<file path="src/rtl/digital_in_if.sv">
// Bus-slave interface for the digital_in peripheral: write data, write enable and read data.
interface digital_in_if;
  logic [31:0] WD;
  logic        WE;
  logic [31:0] RD;

  modport master (
    output WD,
    output WE,
    input  RD
  );

  modport slave (
    input  WD,
    input  WE,
    output RD
  );
endinterface

</file>
<file path="src/rtl/digital_in.sv">
// Digital input peripheral: 2-flop sync, per-bit debounce, sticky W1C edge flags, irq.
// Define DIGITAL_IN_FALL_EDGE_EN to add falling-edge flags at RD[16+N_IN-1:16].
module digital_in #(
  parameter int unsigned N_IN            = 5,
  parameter int unsigned DEBOUNCE_CYCLES = 16,
  parameter int unsigned CNT_W           = 16
) (
  input  logic            clk,
  input  logic            rst,
  input  logic [N_IN-1:0] pins,
  digital_in_if.slave     bus,
  output logic            irq
);

  localparam logic [CNT_W-1:0] CntMax = CNT_W'(DEBOUNCE_CYCLES - 1);

  logic [N_IN-1:0]            sync1_q, sync2_q;
  logic [N_IN-1:0]            state_q, state_d;
  logic [N_IN-1:0][CNT_W-1:0] cnt_q, cnt_d;
  logic [N_IN-1:0]            rise;
  logic [N_IN-1:0]            clr_rise;
  logic [N_IN-1:0]            rise_flag_q, rise_flag_d;
  logic [31:0]                rd;
  logic                       unused_wd;

  // Only WD bits belonging to a clear field matter; the rest are intentionally ignored.
  assign unused_wd = ^bus.WD;

  always_ff @(posedge clk) begin
    if (rst) begin
      sync1_q <= '0;
      sync2_q <= '0;
    end else begin
      sync1_q <= pins;
      sync2_q <= sync1_q;
    end
  end

  // A level is accepted once it has differed from state for DEBOUNCE_CYCLES consecutive cycles.
  always_comb begin
    state_d = state_q;
    cnt_d   = cnt_q;
    for (int i = 0; i < N_IN; i++) begin
      if (sync2_q[i] == state_q[i]) begin
        cnt_d[i] = '0;
      end else if (cnt_q[i] == CntMax) begin
        state_d[i] = sync2_q[i];
        cnt_d[i]   = '0;
      end else begin
        cnt_d[i] = cnt_q[i] + CNT_W'(1);
      end
    end
  end

  always_ff @(posedge clk) begin
    if (rst) begin
      state_q <= '0;
      cnt_q   <= '0;
    end else begin
      state_q <= state_d;
      cnt_q   <= cnt_d;
    end
  end

  // Edge detect on the next state so the flag sets on the same edge as the state update.
  assign rise     = state_d & ~state_q;
  assign clr_rise = bus.WE ? bus.WD[8 +: N_IN] : '0;

  always_comb begin
    rise_flag_d = (rise_flag_q & ~clr_rise) | rise;
  end

  always_ff @(posedge clk) begin
    if (rst) begin
      rise_flag_q <= '0;
    end else begin
      rise_flag_q <= rise_flag_d;
    end
  end

`ifdef DIGITAL_IN_FALL_EDGE_EN
  logic [N_IN-1:0] fall;
  logic [N_IN-1:0] clr_fall;
  logic [N_IN-1:0] fall_flag_q, fall_flag_d;

  assign fall     = ~state_d & state_q;
  assign clr_fall = bus.WE ? bus.WD[16 +: N_IN] : '0;

  always_comb begin
    fall_flag_d = (fall_flag_q & ~clr_fall) | fall;
  end

  always_ff @(posedge clk) begin
    if (rst) begin
      fall_flag_q <= '0;
    end else begin
      fall_flag_q <= fall_flag_d;
    end
  end

  always_comb begin
    rd             = '0;
    rd[N_IN-1:0]   = state_q;
    rd[8 +: N_IN]  = rise_flag_q;
    rd[16 +: N_IN] = fall_flag_q;
    irq            = (|rise_flag_q) | (|fall_flag_q);
  end
`else
  always_comb begin
    rd            = '0;
    rd[N_IN-1:0]  = state_q;
    rd[8 +: N_IN] = rise_flag_q;
    irq           = |rise_flag_q;
  end
`endif

  assign bus.RD = rd;

endmodule

</file>
<file path="src/flat_wrapper.sv">
// flat-port wrapper written by rule: the top's interface ports become plain ports
module digital_in_flat 
#(
  parameter int unsigned N_IN            = 5,
  parameter int unsigned DEBOUNCE_CYCLES = 16,
  parameter int unsigned CNT_W           = 16
)
  (clk, rst, pins, irq, bus_WD, bus_WE, bus_RD);
  digital_in_if bus_i ();
  input  logic clk;
  input  logic rst;
  input  logic [N_IN-1:0] pins;
  output logic irq;
  input wire logic [$bits(bus_i.WD)-1:0] bus_WD;
  input wire logic [$bits(bus_i.WE)-1:0] bus_WE;
  output wire logic [$bits(bus_i.RD)-1:0] bus_RD;
  assign bus_i.WD = bus_WD;
  assign bus_i.WE = bus_WE;
  assign bus_RD = bus_i.RD;
  digital_in #(.N_IN(N_IN), .DEBOUNCE_CYCLES(DEBOUNCE_CYCLES), .CNT_W(CNT_W)) u_core (.clk(clk), .rst(rst), .pins(pins), .bus(bus_i), .irq(irq));
endmodule
</file>
<file path="config.mk">
export PLATFORM = sky130hd
export DESIGN_NAME = digital_in_flat
export DESIGN_NICKNAME = d
export VERILOG_FILES = /design/src/rtl/digital_in_if.sv /design/src/rtl/digital_in.sv /design/src/flat_wrapper.sv
export SDC_FILE = /design/constraint.sdc
export NUM_CORES = 1
export LEC_CHECK = 0
export CORE_MARGIN = 2
export CORE_UTILIZATION = 48
export DETAILED_ROUTE_END_ITERATION = 16
export PLACE_DENSITY = 0.77
export SYNTH_ARGS = -nofsm -noshare
export SYNTH_HDL_FRONTEND = slang
export SYNTH_SLANG_ARGS = --single-unit
</file>
<file path="constraint.sdc">
create_clock -name clk -period 2.04 [get_ports clk]
set_clock_uncertainty 0.2 [all_clocks]
set_input_delay 0.408 -clock clk [delete_from_list [all_inputs] [get_ports clk]]
set_output_delay 0.408 -clock clk [all_outputs]
set_load 0.02 [all_outputs]
</file>
# Word level (Yosys, flattened, before mapping)
# Cells that the tools add are included.
totals:
  regBits: 100
  latch_bits: 0
  ram_bits: 0
  romBits: 0
  inputBits: 40
  out_inout_bits: 33
  n_memories: 0
classes:
  n_addsub: 5
  mul: 0
  n_div: 0
  magnitude_cmp: 0
  n_eq_ne: 10
  shift: 0
  n_mux: 11
  bitwise: 5
  n_reduce_logical: 6
ops:
  columns: ["operator", "n"]
  rows:
  - ["$add 16x1->16 const B", 5]
  - ["$eq 16x4->1 const B", 5]
  - ["$reduce_or 3->1", 5]
  - ["$and 5x5->5", 2]
  - ["$mux 1", 10]
  - ["$not 5->5", 2]
  - ["$eq 1x1->1", 5]
  - ["$mux 5", 1]
  - ["$or 5x5->5", 1]
  - ["$reduce_or 5->1", 1]

# Longest topological paths before layout
# Gate-level depths: netlist (run 1).
logic_depth:
  ltp_word: 5
  depth_mapped: 7
  depth_no_buf: 5

# Worst setup path before layout (run 1)
# Ideal clock, no wire load.
synth_timing:
  kind: "register -> register"
  from: "reg u_core.cnt_q[69] (netlist name)"
  to: "reg u_core.cnt_q[71] (netlist name)"
  t_arrival_ps: 1624
  required_time_ps: 1725
  slack_ps: 102
  stages_incl_launch_ff: 7
  n_path_buf: 2
  period_less_slack_ps: 1938
  cell_sequence: "dfxtp_1 or4_2 nor4_4 or3_1 buf_6 buf_12 nor2_1"
synth_via:
  elab_chain_len: 2
  word_cells_on_any_way: 3
synth_rtl:
  columns: ["element", "line", "rtl"]
  rows:
  - ["start: declaration", "digital_in.sv:19", "logic [N_IN-1:0][CNT_W-1:0] cnt_q, cnt_d;"]
  - ["start signal: assignment", "digital_in.sv:61", "cnt_q <= cnt_d;"]
  - ["branches (longest 2 deep; another with $add 16x1->16)", null, null]
# Parallel ways; which one is timed is not known.
# A chain may end at the register's enable or synchronous reset.

# Worst setup path in the final report (run 1)
layout_timing:
  from: "reg u_core.rise_flag_q[0]"
  to: "out bus_RD[8]"
layout_rtl:
  columns: ["element", "line", "rtl"]
  rows:
  - ["start: declaration", "digital_in.sv:22", "logic [N_IN-1:0] rise_flag_q, rise_flag_d;"]
  - ["start signal: assignment", "digital_in.sv:77", "rise_flag_q <= rise_flag_d;"]
  - ["end: declaration", "flat_wrapper.sv:16", "output wire logic [$bits(bus_i.RD)-1:0] bus_RD;"]
# No word-level cell between the ends.

==> results of run 1 <==
registers in the layout, summed over array words and instances (netlist names):
name and flops:
u_core.rise_flag_q 5, u_core.sync1_q 5, u_core.state_q 5, u_core.cnt_q 80, u_core.sync2_q 5
metal layers:
metal	global-route usage [%]	wire (µm)
met1	22.9	3850
met2	27.6	3670
met3	3.44	313
met4	5.80	105
met5	0	0
per-stage QoR:
stage | utilization, % | hold slack (ns)
6_report | 56.5 | 0.243
4_1_cts | 56.1 | 0.249
3_3_place_gp | 53.9 | 0.216
5_1_grt | 56.5 | 0.256
3_5_place_dp | 53.9 | 0.227
2_1_floorplan | - | 0.214
cell usage after synthesis:
cell type,instances,area [µm²]
sky130_fd_sc_hd__dfxtp_1,100,2000
sky130_fd_sc_hd__xor2_1,10,87.6
sky130_fd_sc_hd__xnor2_1,62,543
sky130_fd_sc_hd__a21oi_1,7,35.0
sky130_fd_sc_hd__or4_1,3,22.5
sky130_fd_sc_hd__mux2i_1,5,50.1
sky130_fd_sc_hd__nand4_1,20,125
sky130_fd_sc_hd__nand4_2,1,12.5
sky130_fd_sc_hd__or4_2,1,8.76
sky130_fd_sc_hd__or2_2,3,18.8
sky130_fd_sc_hd__or3b_2,4,35.0
sky130_fd_sc_hd__inv_1,15,56.3
sky130_fd_sc_hd__and2_1,1,6.26
sky130_fd_sc_hd__nand2_1,27,101
sky130_fd_sc_hd__buf_6,1,11.3
sky130_fd_sc_hd__o31ai_1,1,7.51
sky130_fd_sc_hd__nor4_4,1,21.3
sky130_fd_sc_hd__o21ai_0,1,5.00
sky130_fd_sc_hd__buf_12,1,20.0
sky130_fd_sc_hd__and4_1,1,8.76
sky130_fd_sc_hd__nor2b_1,10,62.6
sky130_fd_sc_hd__nand3_1,24,120
sky130_fd_sc_hd__o41ai_1,1,8.76
sky130_fd_sc_hd__or4b_2,1,10.0
sky130_fd_sc_hd__and3_1,12,75.1
sky130_fd_sc_hd__clkbuf_1,7,26.3
sky130_fd_sc_hd__nor2_1,93,349
sky130_fd_sc_hd__buf_4,22,165
sky130_fd_sc_hd__nor3_1,23,115
sky130_fd_sc_hd__nor4_1,26,163
sky130_fd_sc_hd__a32oi_1,1,8.76
sky130_fd_sc_hd__or3_1,2,12.5
sky130_fd_sc_hd__ha_1,5,62.6
sky130_fd_sc_hd__conb_1,1,3.75
path summary, 6_finish.rpt:
kind / depth (start not counted) / endpoint
max: 1 / bus_RD[8]
min: 1 / u_core.cnt_q[0]
max reg2reg: 5 / u_core.rise_flag_q[3]
min reg2reg: 1 / u_core.cnt_q[0]
power groups by stage:
stage                     sequential (mW)  combinational (mW)  clock, mW
final                                1.97               0.106       1.28
after floorplan                      2.01               0.103          0
after global routing                 1.97               0.118       1.38
after detailed placement             2.02               0.105          0
after global placement               2.01               0.105          0
after CTS                            1.97               0.106       1.30
cells by family after synthesis:
group	synth area share, %
simple gates	29.1
buf+inv	6.40
xor+xnor	14.5
mux	1.15
compound gates	1.49
flops	45.9
other cells	0.0860
fa+ha+maj	1.43
timing repair:
action | 4_1_cts | 5_1_grt
pin swaps | 0 | 1
endpoints found under the hold margin | 0 | 0
setup buffers | 0 | 1
gates resized for setup | 4 | 14
endpoints found under the setup margin | 4 | 37
hold buffers | 0 | 0
final cells by class:
type                       instances  area (µm²)  share of cell area, %
multi-input combinational        368        2170                   43.7
clock buffer                      10         128                   2.58
timing repair buffer              41         383                   7.73
clock inverter                     6        72.6                   1.47
tap                              108         135                   2.73
inverter                          15        56.3                   1.14
sequential                       100        2010                   40.6
==> results list, run 1 <==
* Fraction of the cycle the final worst path needs: between 90% and 100%
- Highest clock rate: 0.504 GHz
- Peak ir drop on the vdd network: 0.373 mV
- Outcome: completed
- Clock latency on the worst-skew pair, taken at its later pin, is 0.36 ns.
- Counting along the longest clock path gives a buffer depth of 2.
* Logic gate share of total power: approximately 3.2%
- Top Ports: 73
* Share of cells above drive strength 1: about a tenth
* First-pass GRT wire length: around 14 mm
* Number of global-route vias before repair: between 3000 and 4000
- Category of cells accounting for the largest share of critical-path delay: buffers and inverters
- Final critical-path setup slack: 0.0563 ns
* Maximum number of pins on one net before global-route repair: 20
- Sequential share of the synthesized area: between 40% and 50%
- Leak pwr: between 1.5 and 2 nW
- Startpoint of the worst setup timing path: u_core.rise_flag_q[0]
* Worst hold path type: reg2reg
- Clock Power Share: between 30% and 40%
- Data arrival time of the critical path: 1.38 ns
- Port buffering added 23 buffers.
* Internal power summed over all cells: roughly 2.6 mW
- Via Count: about 3400
- Number of flip-flops and latches in the synthesized netlist: 100
- Worst setup EP type: output pin
- The worst path in the final design needs a cycle of ~2 ns, including I/O delays and setup.
- Routability congestion estimate: about 0.83
* # rows: 34
* Initial core utilization: between 40 and 50%
* Number of slew-limit violations in the final report: 0
- The cell count after synthesis came out at a little under 500.
- Before antenna repair, the detailed router went through 4 iterations.
* Ratio of total power to cell area: 678 nW/µm²
- Worst Hold Launch: u_core.cnt_q[0]
* Critical-path maximum fanout: 3
- Post-Layout Inst Area: 4950 µm²
- Setup slack on the worst reg-to-reg path comes out at 0.12 ns.
* Sw power: ~770 µW
- Unique cell type count in the Yosys netlist: 34
* Clock slew seen by the registers of the worst setup and hold paths: roughly 0.090 ns
- Traced cell by cell, the critical path runs through clkdlybuf4s50_1.
- Diodes inserted: 0
- Relative to the synthesized area, the layout overhead comes to 13.5%.
* Commonest cells after routing, fill and taps aside: sky130_fd_sc_hd__nor2_1 (93), sky130_fd_sc_hd__dfxtp_1 (93), sky130_fd_sc_hd__xnor2_1 (62)
- Overall die area: between 9000 and 10000 µm²
* Detailed-placement wirelength estimate: 5.56 mm
* Setup repair after global routing missed its margin: true
- Initial antenna violation count: 0
* Data required time of the worst path: ~1.4 ns
- Prior to clock tree synthesis, the placed netlist has a worst setup slack of -0.0109 ns.
* CTS Root Cell: sky130_fd_sc_hd__clkbuf_8
* H-tree depth reported by CTS: 3
- Number of placed instances with taps included: 631
* Max Cap Violations: 0
- CP max stage delay: 0.63 ns
- Post-synth design cell area: ~4400 µm²
- Setup crit start kind: register
- Routed wire length: 7.94 mm
* Mean post-synth cell area: ~8.8 µm²
- The floorplan step defined a core boundary enclosing a little under 9000 µm².
* Clock buffer count from CTS: 9
- The filler cells instantiated in the layout total approximately 760.
- The count of cells in the finished layout, fillers not included, comes to 648.
* Horiz. Die Dim: ~99 µm
- From bottom edge to top edge, the die measures 99.3 µm.
- Violation count after the first detailed-routing iteration: about 140
* Final ANT Viol Nets: 0
* Startpoint of the lowest-slack register-to-register path: u_core.cnt_q[48]
- Wire length per cell: ~12 µm
* Clock tree from TritonCTS: yes
- Net switching is around 23% of the power.
- The hold violation count in the final report came to 0.
- Critical path type: reg2out
- Combined buffer and inverter count along the critical path: 1
- Global routing usage summed across all routing layers: between 10% and 20%
- Setup total negative slack on the finished layout was measured at 0 ns.
* Clock sink count: 100
- Instance area at placement: around 4700 µm²
- GRT overflow: 0
* Part of the power in registers: about three fifths
- Net count reported at finish: 580
* Post-route total power: 3.36 mW
- The Yosys step of the flow raised 0 warnings.
* Remaining design rule violation count: 0
- After detailed routing, the number of vias per cell comes to 5.18.
* Slowest library cell on the worst path: sky130_fd_sc_hd__clkdlybuf4s50_1
* Final setup violation count: 0
Note: power is estimated with default switching activity, not from simulation.
==> run 2: changes to the inputs <==
--- a/config.mk
+++ b/config.mk
@@ -5,6 +5,7 @@
 export SDC_FILE = /design/constraint.sdc
 export NUM_CORES = 1
 export LEC_CHECK = 0
+export CORE_ASPECT_RATIO = 0.6
 export CORE_MARGIN = 2
 export CORE_UTILIZATION = 48
 export DETAILED_ROUTE_END_ITERATION = 16
==> run 2 against run 1 <==
Effect of this change: hold slack got worse by 0.0043 ns; non-clock buffer count grew 3; sequential power is essentially flat; cell count grew 1.1%; critical endpoint is now bus_RD[2]; register-to-register slack got worse by 0.04 ns; fmax shrank 0.59%; flip-flop and latch count did not move; sequential share of layout area decreased by 1.4 points; first-iteration DRC count grew 28%.
==> results list, run 2 (synthesized netlist as in run 1, its figures left out) <==
- The origin of the worst setup path is u_core.state_q[2] (was u_core.rise_flag_q[0]).
- The total power divided by cell area came to 762 nW/µm² (was 678 nW/µm²).
- R2r setup slk: 0.08 ns (was 0.12 ns)
- Most common cell after layout, fill and taps aside: sky130_fd_sc_hd__dfxtp_1
- Number of filler instances in the final layout: 734 (was 762)
- Data arrival time of the critical path: 1.39 ns (was 1.38 ns)
- Top Ports: 73 (unchanged)
* Highest clock rate: 0.501 GHz (was 0.504 GHz)
- The sum of routed wire length over all layers came to 8.31 mm (was 7.94 mm).
- Clock slew seen by the registers of the worst setup and hold paths: 0.06 ns (was 0.09 ns)
* Initial antenna violation count: 0 (unchanged)
* Count of input and output buffers: 23 (unchanged)
- The horizontal extent of the die came to 127 µm (was 99.3 µm).
- Clock sink count: 100 (unchanged)
* Final ANT Viol Nets: 0 (unchanged)
- Outcome: completed (unchanged).
- Clock insertion delay at the later pin of the skew report: 0.34 ns (was 0.36 ns)
* Commonest cells after routing, fill and taps aside: sky130_fd_sc_hd__dfxtp_1 (99), sky130_fd_sc_hd__nor2_1 (93), sky130_fd_sc_hd__xnor2_1 (62) (was sky130_fd_sc_hd__nor2_1 (93), sky130_fd_sc_hd__dfxtp_1 (93), sky130_fd_sc_hd__xnor2_1 (62))
- The number of max-capacitance violations reported came to 0 (unchanged).
- Maximum number of pins on one net before global-route repair: 18 (was 20)
- # rows: 26 (was 34)
- The fraction of final layout cells sized beyond drive strength 1 came to 9.39% (was 9.81%).
- The critical path buffer and inverter count is 1 (unchanged).
- The half-perimeter wire length of the detailed placement result came to 5.77 mm (was 5.56 mm).
- The number of flip-flops under the largest register name is 80 (unchanged).
- The final number of setup-violating endpoints came to 0 (unchanged).
- The first-pass GRT wire length is 14.1 mm (was 13.9 mm).
- Fin crit period: 2.00 ns (was 1.98 ns)
- The destination of the worst register-to-register timing path is u_core.state_q[4] (was u_core.rise_flag_q[3]).
- Net count reported at finish: 583 (was 580)
- Via Count: 3401 (was 3356)
* Worst setup path endpoint: bus_RD[2] (was bus_RD[8])
- The standard cell with the maximum stage delay on the critical path was sky130_fd_sc_hd__clkdlybuf4s50_1 (unchanged).
- Violation count after the first detailed-routing iteration: 174 (was 136)
- Critical path type: reg2out (unchanged)
- The area enclosed by the die boundary was 9890 µm² (was 9860 µm²).
- The deepest clock path buffer count came to 2 (unchanged).
- The cell at the root of the clock tree was sky130_fd_sc_hd__clkbuf_16 (was sky130_fd_sc_hd__clkbuf_8).
- Fraction of the cycle the final worst path needs: 97.8% (was 97.2%)
- The number of CTS-inserted buffers is 9 (unchanged).
- H-tree depth reported by CTS: 3 (unchanged)
- Cell chain of the critical path: clkdlybuf4s50_1 (unchanged).
- The cell depth of the worst setup path came to 1 (unchanged).
* Worst hold path type: reg2reg (unchanged)
* Number of slew-limit violations in the final report: 0 (unchanged)
- The CTS tree was yes (unchanged).
- The effective utilization at floorplan was 50.4% (was 49.8%).
* Number of cells on the worst reg-to-reg path: 5 (unchanged)
- Final-report hold violation count: 0 (unchanged)
* GRT overflow: 0 (unchanged)
- The largest fanout on the critical path is 4 (was 3).
- Routed via count divided by cell count: 5.19 (was 5.18)
- Routability congestion estimate: 0.825 (was 0.834)
- The element type at the critical path start is a register (unchanged).
- Global routing usage summed across all routing layers: 17.7% (was 17.1%)
* Worst setup EP type: output pin (unchanged)
* Leak pwr: 1.71 nW (was 1.70 nW)
* P&R area growth vs syn: 17.0% (was 13.5%)
- Number of global-route vias before repair: 3182 (was 3149)
- Worst-case hold slack: 0.239 ns (was 0.243 ns)
- Wire length per cell: 12.7 µm (was 12.3 µm)
* CP max stage delay: 0.64 ns (was 0.63 ns)
* Core Footprint: 8650 µm² (was 8760 µm²)
* Biggest register: u_core.cnt_q (unchanged)
* Category of cells accounting for the largest share of critical-path delay: buffers and inverters (unchanged)
* Data required time of the worst path: 1.43 ns (about the same)
- The remaining routing DRC violations was 0 (unchanged).
- Number of optimization iterations in the first detailed-route pass: 5 (was 4)
- The peak ir drop on the vdd network was 0.451 mV (was 0.373 mV).
- The total power is 3.89 mW (was 3.36 mW).
- Die span in y: 77.8 µm (was 99.3 µm)
* Startpoint of the lowest-slack register-to-register path: u_core.cnt_q[77] (was u_core.cnt_q[48])
* Diodes inserted: 0 (unchanged)
-- run 2: cell types whose count changed in the layout (fill, tap and decap cells not counted), moves of 2 or more --
| cell | before | now |
|---|---|---|
| sky130_fd_sc_hd__buf_4 | 17 | 19 |
| sky130_fd_sc_hd__dlygate4sd2_1 | 4 | 1 |
| sky130_fd_sc_hd__dfxtp_2 | 7 | 1 |
| sky130_fd_sc_hd__dlymetal6s2s_1 | 4 | 1 |
| sky130_fd_sc_hd__clkinv_2 | 1 | 3 |
| sky130_fd_sc_hd__clkbuf_16 | 0 | 9 |
| sky130_fd_sc_hd__clkbuf_8 | 9 | 1 |
| sky130_fd_sc_hd__clkdlybuf4s50_1 | 15 | 21 |
| sky130_fd_sc_hd__dfxtp_1 | 93 | 99 |
| sky130_fd_sc_hd__clkinv_4 | 2 | 0 |
-- run 2: worst min path at each step --
stage | slack [ns] | end | cells after the start | start
finish | 0.24 | u_core.sync2_q[2] | 1 | u_core.sync1_q[2]
global route | 0.27 | u_core.sync2_q[3] | 1 | u_core.sync1_q[3]
CTS | 0.25 | u_core.sync2_q[1] | 1 | u_core.sync1_q[1]
detailed placement | 0.23 | u_core.sync2_q[1] | 1 | u_core.sync1_q[1]
global placement | 0.22 | u_core.sync2_q[4] | 1 | u_core.sync1_q[4]
floorplan | 0.21 | u_core.sync2_q[0] | 1 | u_core.sync1_q[0]
-- run 2: repair_timing --
action / in CTS / in global routing
setup endpoints to repair: 1 / 43
resized for setup: 1 / 6
hold buffers: 0 / 0
setup buffers: 0 / 1
pin swaps: 0 / 2
-- run 2: through the flow --
stage / TNS (ns) / utilization, % / setup WS [ns] / std cells / instance area [µm²]
CTS: 0 / 58.7 / 0.0176 / 654 / 5080
global route: -0.0246 / 59.0 / -0.0246 / 655 / 5100
global placement: 0 / 55.0 / 0.0271 / 638 / 4760
floorplan: 0 / - / 0.102 / 514 / 4440
detailed placement: -0.00584 / 55.0 / -0.00584 / 638 / 4760
finish: 0 / 59.0 / 0.0444 / 655 / 5100
-- run 2: power by group --
| part | total (mW) | switching [mW] | internal (mW) |
|---|---|---|---|
| Sequential | 1.97 | 0.00730 | 1.96 |
| Combinational | 0.111 | 0.0699 | 0.0408 |
| Clock | 1.81 | 0.704 | 1.10 |
-- run 2: cell type report --
cell class,instances,area [µm²],share of cell area (%)
Tap cell,112,140,2.75
Multi-Input combinational cell,368,2170,42.5
Clock inverter,5,75.1,1.47
Timing Repair Buffer,44,414,8.12
Inverter,15,56.3,1.10
Sequential cell,100,2000,39.3
Clock buffer,11,243,4.76
-- run 2: routing by layer --
metal	up-vias	wire (µm)	track usage, %
met5	-	0	0
met1	1615	3960	22.6
met3	8	394	5.86
met4	0	71	6.15
li1	1715	-	-
met2	63	3890	28.0
==> run 3: changes to the inputs <==
--- a/config.mk
+++ b/config.mk
@@ -10,6 +10,7 @@
 export CORE_UTILIZATION = 48
 export DETAILED_ROUTE_END_ITERATION = 16
 export PLACE_DENSITY = 0.77
+export REMOVE_ABC_BUFFERS = 1
 export SYNTH_ARGS = -nofsm -noshare
 export SYNTH_HDL_FRONTEND = slang
 export SYNTH_SLANG_ARGS = --single-unit
==> run 3 against run 2 <==
Effect of this change: fmax grew 0.40%; routed wire length grew 2.1%; core utilization grew 0.058 points; sequential share of layout area is essentially flat; critical path type is now reg2reg; cell count grew 0.46%; first-iteration DRC count shrank 0.57%; clock-buffer cell count shrank 2; flip-flop and latch count is the same; die area is the same; highest routed layer unchanged.
==> results list, run 3 (synthesized netlist as in run 1, its figures left out) <==
- Outcome: completed (unchanged)
- The I/O pin count is 73 (unchanged).
- # rows: 26 (unchanged)
- The routed length on met2 is 3.83 mm (was 3.89 mm).
- Highest clock rate: 0.503 GHz (was 0.501 GHz)
- The horizontal extent of the die is 127 µm (unchanged).
- The area after detailed placement came to 4780 µm² (was 4760 µm²).
- Final setup violation count: 0 (unchanged)
* Number of optimization iterations in the first detailed-route pass: 5 (unchanged)
- The final weighted congestion in routability-driven placement was 0.880 (was 0.825).
- Wire length per cell: 12.9 µm (was 12.7 µm)
- The hold violation count in the final report was 0 (unchanged).
* Critical-path maximum fanout: 5 (was 4)
- The proportion of power drawn by flip-flops and latches is 52.1% (was 50.7%).
* Routed wire length: 8.49 mm (was 8.31 mm)
- Diodes inserted: 0 (unchanged)
- Logic gate share of total power: 3.0% (was 2.8%)
* Total of hold buffers inserted after clock tree synthesis: 0 (unchanged)
* Max Cap Violations: 0 (unchanged)
* Area taken by multi-input logic gates: 2160 µm² (was 2170 µm²)
- Global routing usage summed across all routing layers: 17.9% (was 17.7%)
- Share of the core filled with cells: 59.0% (about the same)
* Filler-free cell count of the finished design: 658 (was 655)
* Share of cells above drive strength 1: 10.1% (was 9.39%)
- Commonest cells after routing, fill and taps aside: sky130_fd_sc_hd__dfxtp_1 (97), sky130_fd_sc_hd__nor2_1 (93), sky130_fd_sc_hd__xnor2_1 (62) (was sky130_fd_sc_hd__dfxtp_1 (99), sky130_fd_sc_hd__nor2_1 (93), sky130_fd_sc_hd__xnor2_1 (62)).
- The initial DRC count came to 173 (was 174).
- Clock buffer count from CTS: 9 (unchanged)
- Critical path type: reg2reg (was reg2out)
* Worst-case hold slack: 0.245 ns (was 0.239 ns)
* Number of filler instances in the final layout: 768 (was 734)
- Number of placed instances with taps included: 641 (was 638)
- Net count reported at finish: 586 (was 583)
- The type of element capturing the critical path was a register (was output pin).
* Most common cell after layout, fill and taps aside: sky130_fd_sc_hd__dfxtp_1 (unchanged)
* Detailed-placement wirelength estimate: 6.09 mm (was 5.77 mm)
* Overall die area: 9890 µm² (unchanged)
- Initial core utilization: 50.4% (unchanged)
- Total negative slack for setup checks: 0 ns (unchanged)
- Peak ir drop on the vdd network: 0.433 mV (was 0.451 mV)
- The routed via count divided by cell count is 5.23 (was 5.19).
- Number of global-route vias before repair: 3151 (was 3182)
- Clock tree from TritonCTS: yes (unchanged)
- Final ANT Viol Nets: 0 (unchanged)
- Maximum clock path buffer count: 2 (unchanged)
- Maximum number of pins on one net before global-route repair: 24 (was 18)
* Data arrival time of the critical path: 2.06 ns (was 1.39 ns)
- The total overflow reported by the global router came to 0 (unchanged).
* Flip-flop count of the largest register, all copies and words added: 80 (unchanged)
- The static leakage is 1.76 nW (was 1.71 nW).
* Die span in y: 77.8 µm (unchanged)
* Setup crit start kind: register (unchanged)
- The internal power was 2.96 mW (was 3.11 mW).
* Remaining design rule violation count: 0 (unchanged)
- Biggest register: u_core.cnt_q (unchanged)
- The final critical-path share of the clock period was 97.4% (was 97.8%).
- The total routed wire length on the met1 layer came to 4.13 mm (was 3.96 mm).
- Routed met3 length: 397 µm (was 394 µm)
- Post-Layout Inst Area: 5110 µm² (was 5100 µm²)
* Clock sink count: 100 (unchanged)
* Initial antenna violation count: 0 (unchanged)
- Number of slew-limit violations in the final report: 0 (unchanged)
- Switching Share: 21.8% (was 20.1%)
* First-pass GRT wire length: 14.3 mm (was 14.1 mm)
* H-tree depth reported by CTS: 3 (unchanged)
* Core Footprint: 8650 µm² (unchanged)
- Setup repair after global routing missed its margin: false
- Sw power: 823 µW (was 781 µW)
- P&R area growth vs syn: 17.1% (was 17.0%)
- Sequential Area: 2010 µm² (was 2000 µm²)
* Data required time of the worst path: 2.11 ns (was 1.43 ns)
- Via Count: 3444 (was 3401)
* Clock slew seen by the registers of the worst setup and hold paths: 0.07 ns (was 0.06 ns)
- The shortest period the worst path allows was 1.99 ns (was 2.00 ns).
* CTS Root Cell: sky130_fd_sc_hd__clkbuf_16 (unchanged)
* Count of input and output buffers: 23 (unchanged)
- The share of power burned in the clock network is 44.9% (was 46.4%).
- The total power divided by cell area came to 741 nW/µm² (was 762 nW/µm²).
- Worst hold path type: reg2reg (unchanged)
* Max layer used: met4 (unchanged)
- Clock insertion delay at the later pin of the skew report: 0.35 ns (was 0.34 ns)
-- run 3: area by class of cell --
class	count	area share [%]
Clock buffer	9	4.41
Sequential cell	100	39.3
Tap cell	112	2.74
Inverter	15	1.10
Timing Repair Buffer	47	8.70
Clock inverter	7	1.42
Multi-Input combinational cell	368	42.4
-- run 3: repair_timing --
| action | in CTS | in global routing |
|---|---|---|
| pin swaps | 0 | 0 |
| setup endpoints to repair | 2 | 20 |
| buffers inserted | 0 | 1 |
| gates resized for setup | 2 | 8 |
-- run 3: routing by layer --
layer	track usage (%)	vias up
li1	-	1723
met1	23.0	1635
met2	28.2	71
met3	5.86	15
met4	6.59	0
met5	0	-
-- run 3: through the flow --
stage	total power, mW	worst slack [ns]
after global routing	3.90	0.00358
final	3.78	0.0523
after floorplan	2.07	0.0484
after detailed placement	2.13	-0.0713
after global placement	2.12	-0.0280
after CTS	3.83	0.00755
-- run 3: power by group through the flow --
stage	sequential, mW	clock (mW)	combinational [mW]
4_1_cts	1.97	1.74	0.111
3_5_place_dp	2.02	0	0.111
2_1_floorplan	2.01	0	0.0589
5_1_grt	1.97	1.81	0.121
3_3_place_gp	2.01	0	0.109
6_report	1.97	1.70	0.112
-- run 3: worst max-delay path, stage by stage (launching register included) --
cell and delay [ns]:
sky130_fd_sc_hd__dfxtp_2 0.38, sky130_fd_sc_hd__nand4_1 0.17, sky130_fd_sc_hd__or2_2 0.36, sky130_fd_sc_hd__or4b_2 0.63, sky130_fd_sc_hd__a21oi_1 0.18
-- run 3: path summary, 6_finish.rpt --
| path | start | endpoint | slack (ns) | depth (start not counted) |
|---|---|---|---|---|
| max | u_core.cnt_q[57] | u_core.cnt_q[63] | 0.05 | 4 |
| min | u_core.sync1_q[4] | u_core.sync2_q[4] | 0.25 | 1 |
| max reg2reg | u_core.cnt_q[57] | u_core.cnt_q[63] | 0.05 | 4 |
| min reg2reg | u_core.sync1_q[4] | u_core.sync2_q[4] | 0.25 | 1 |
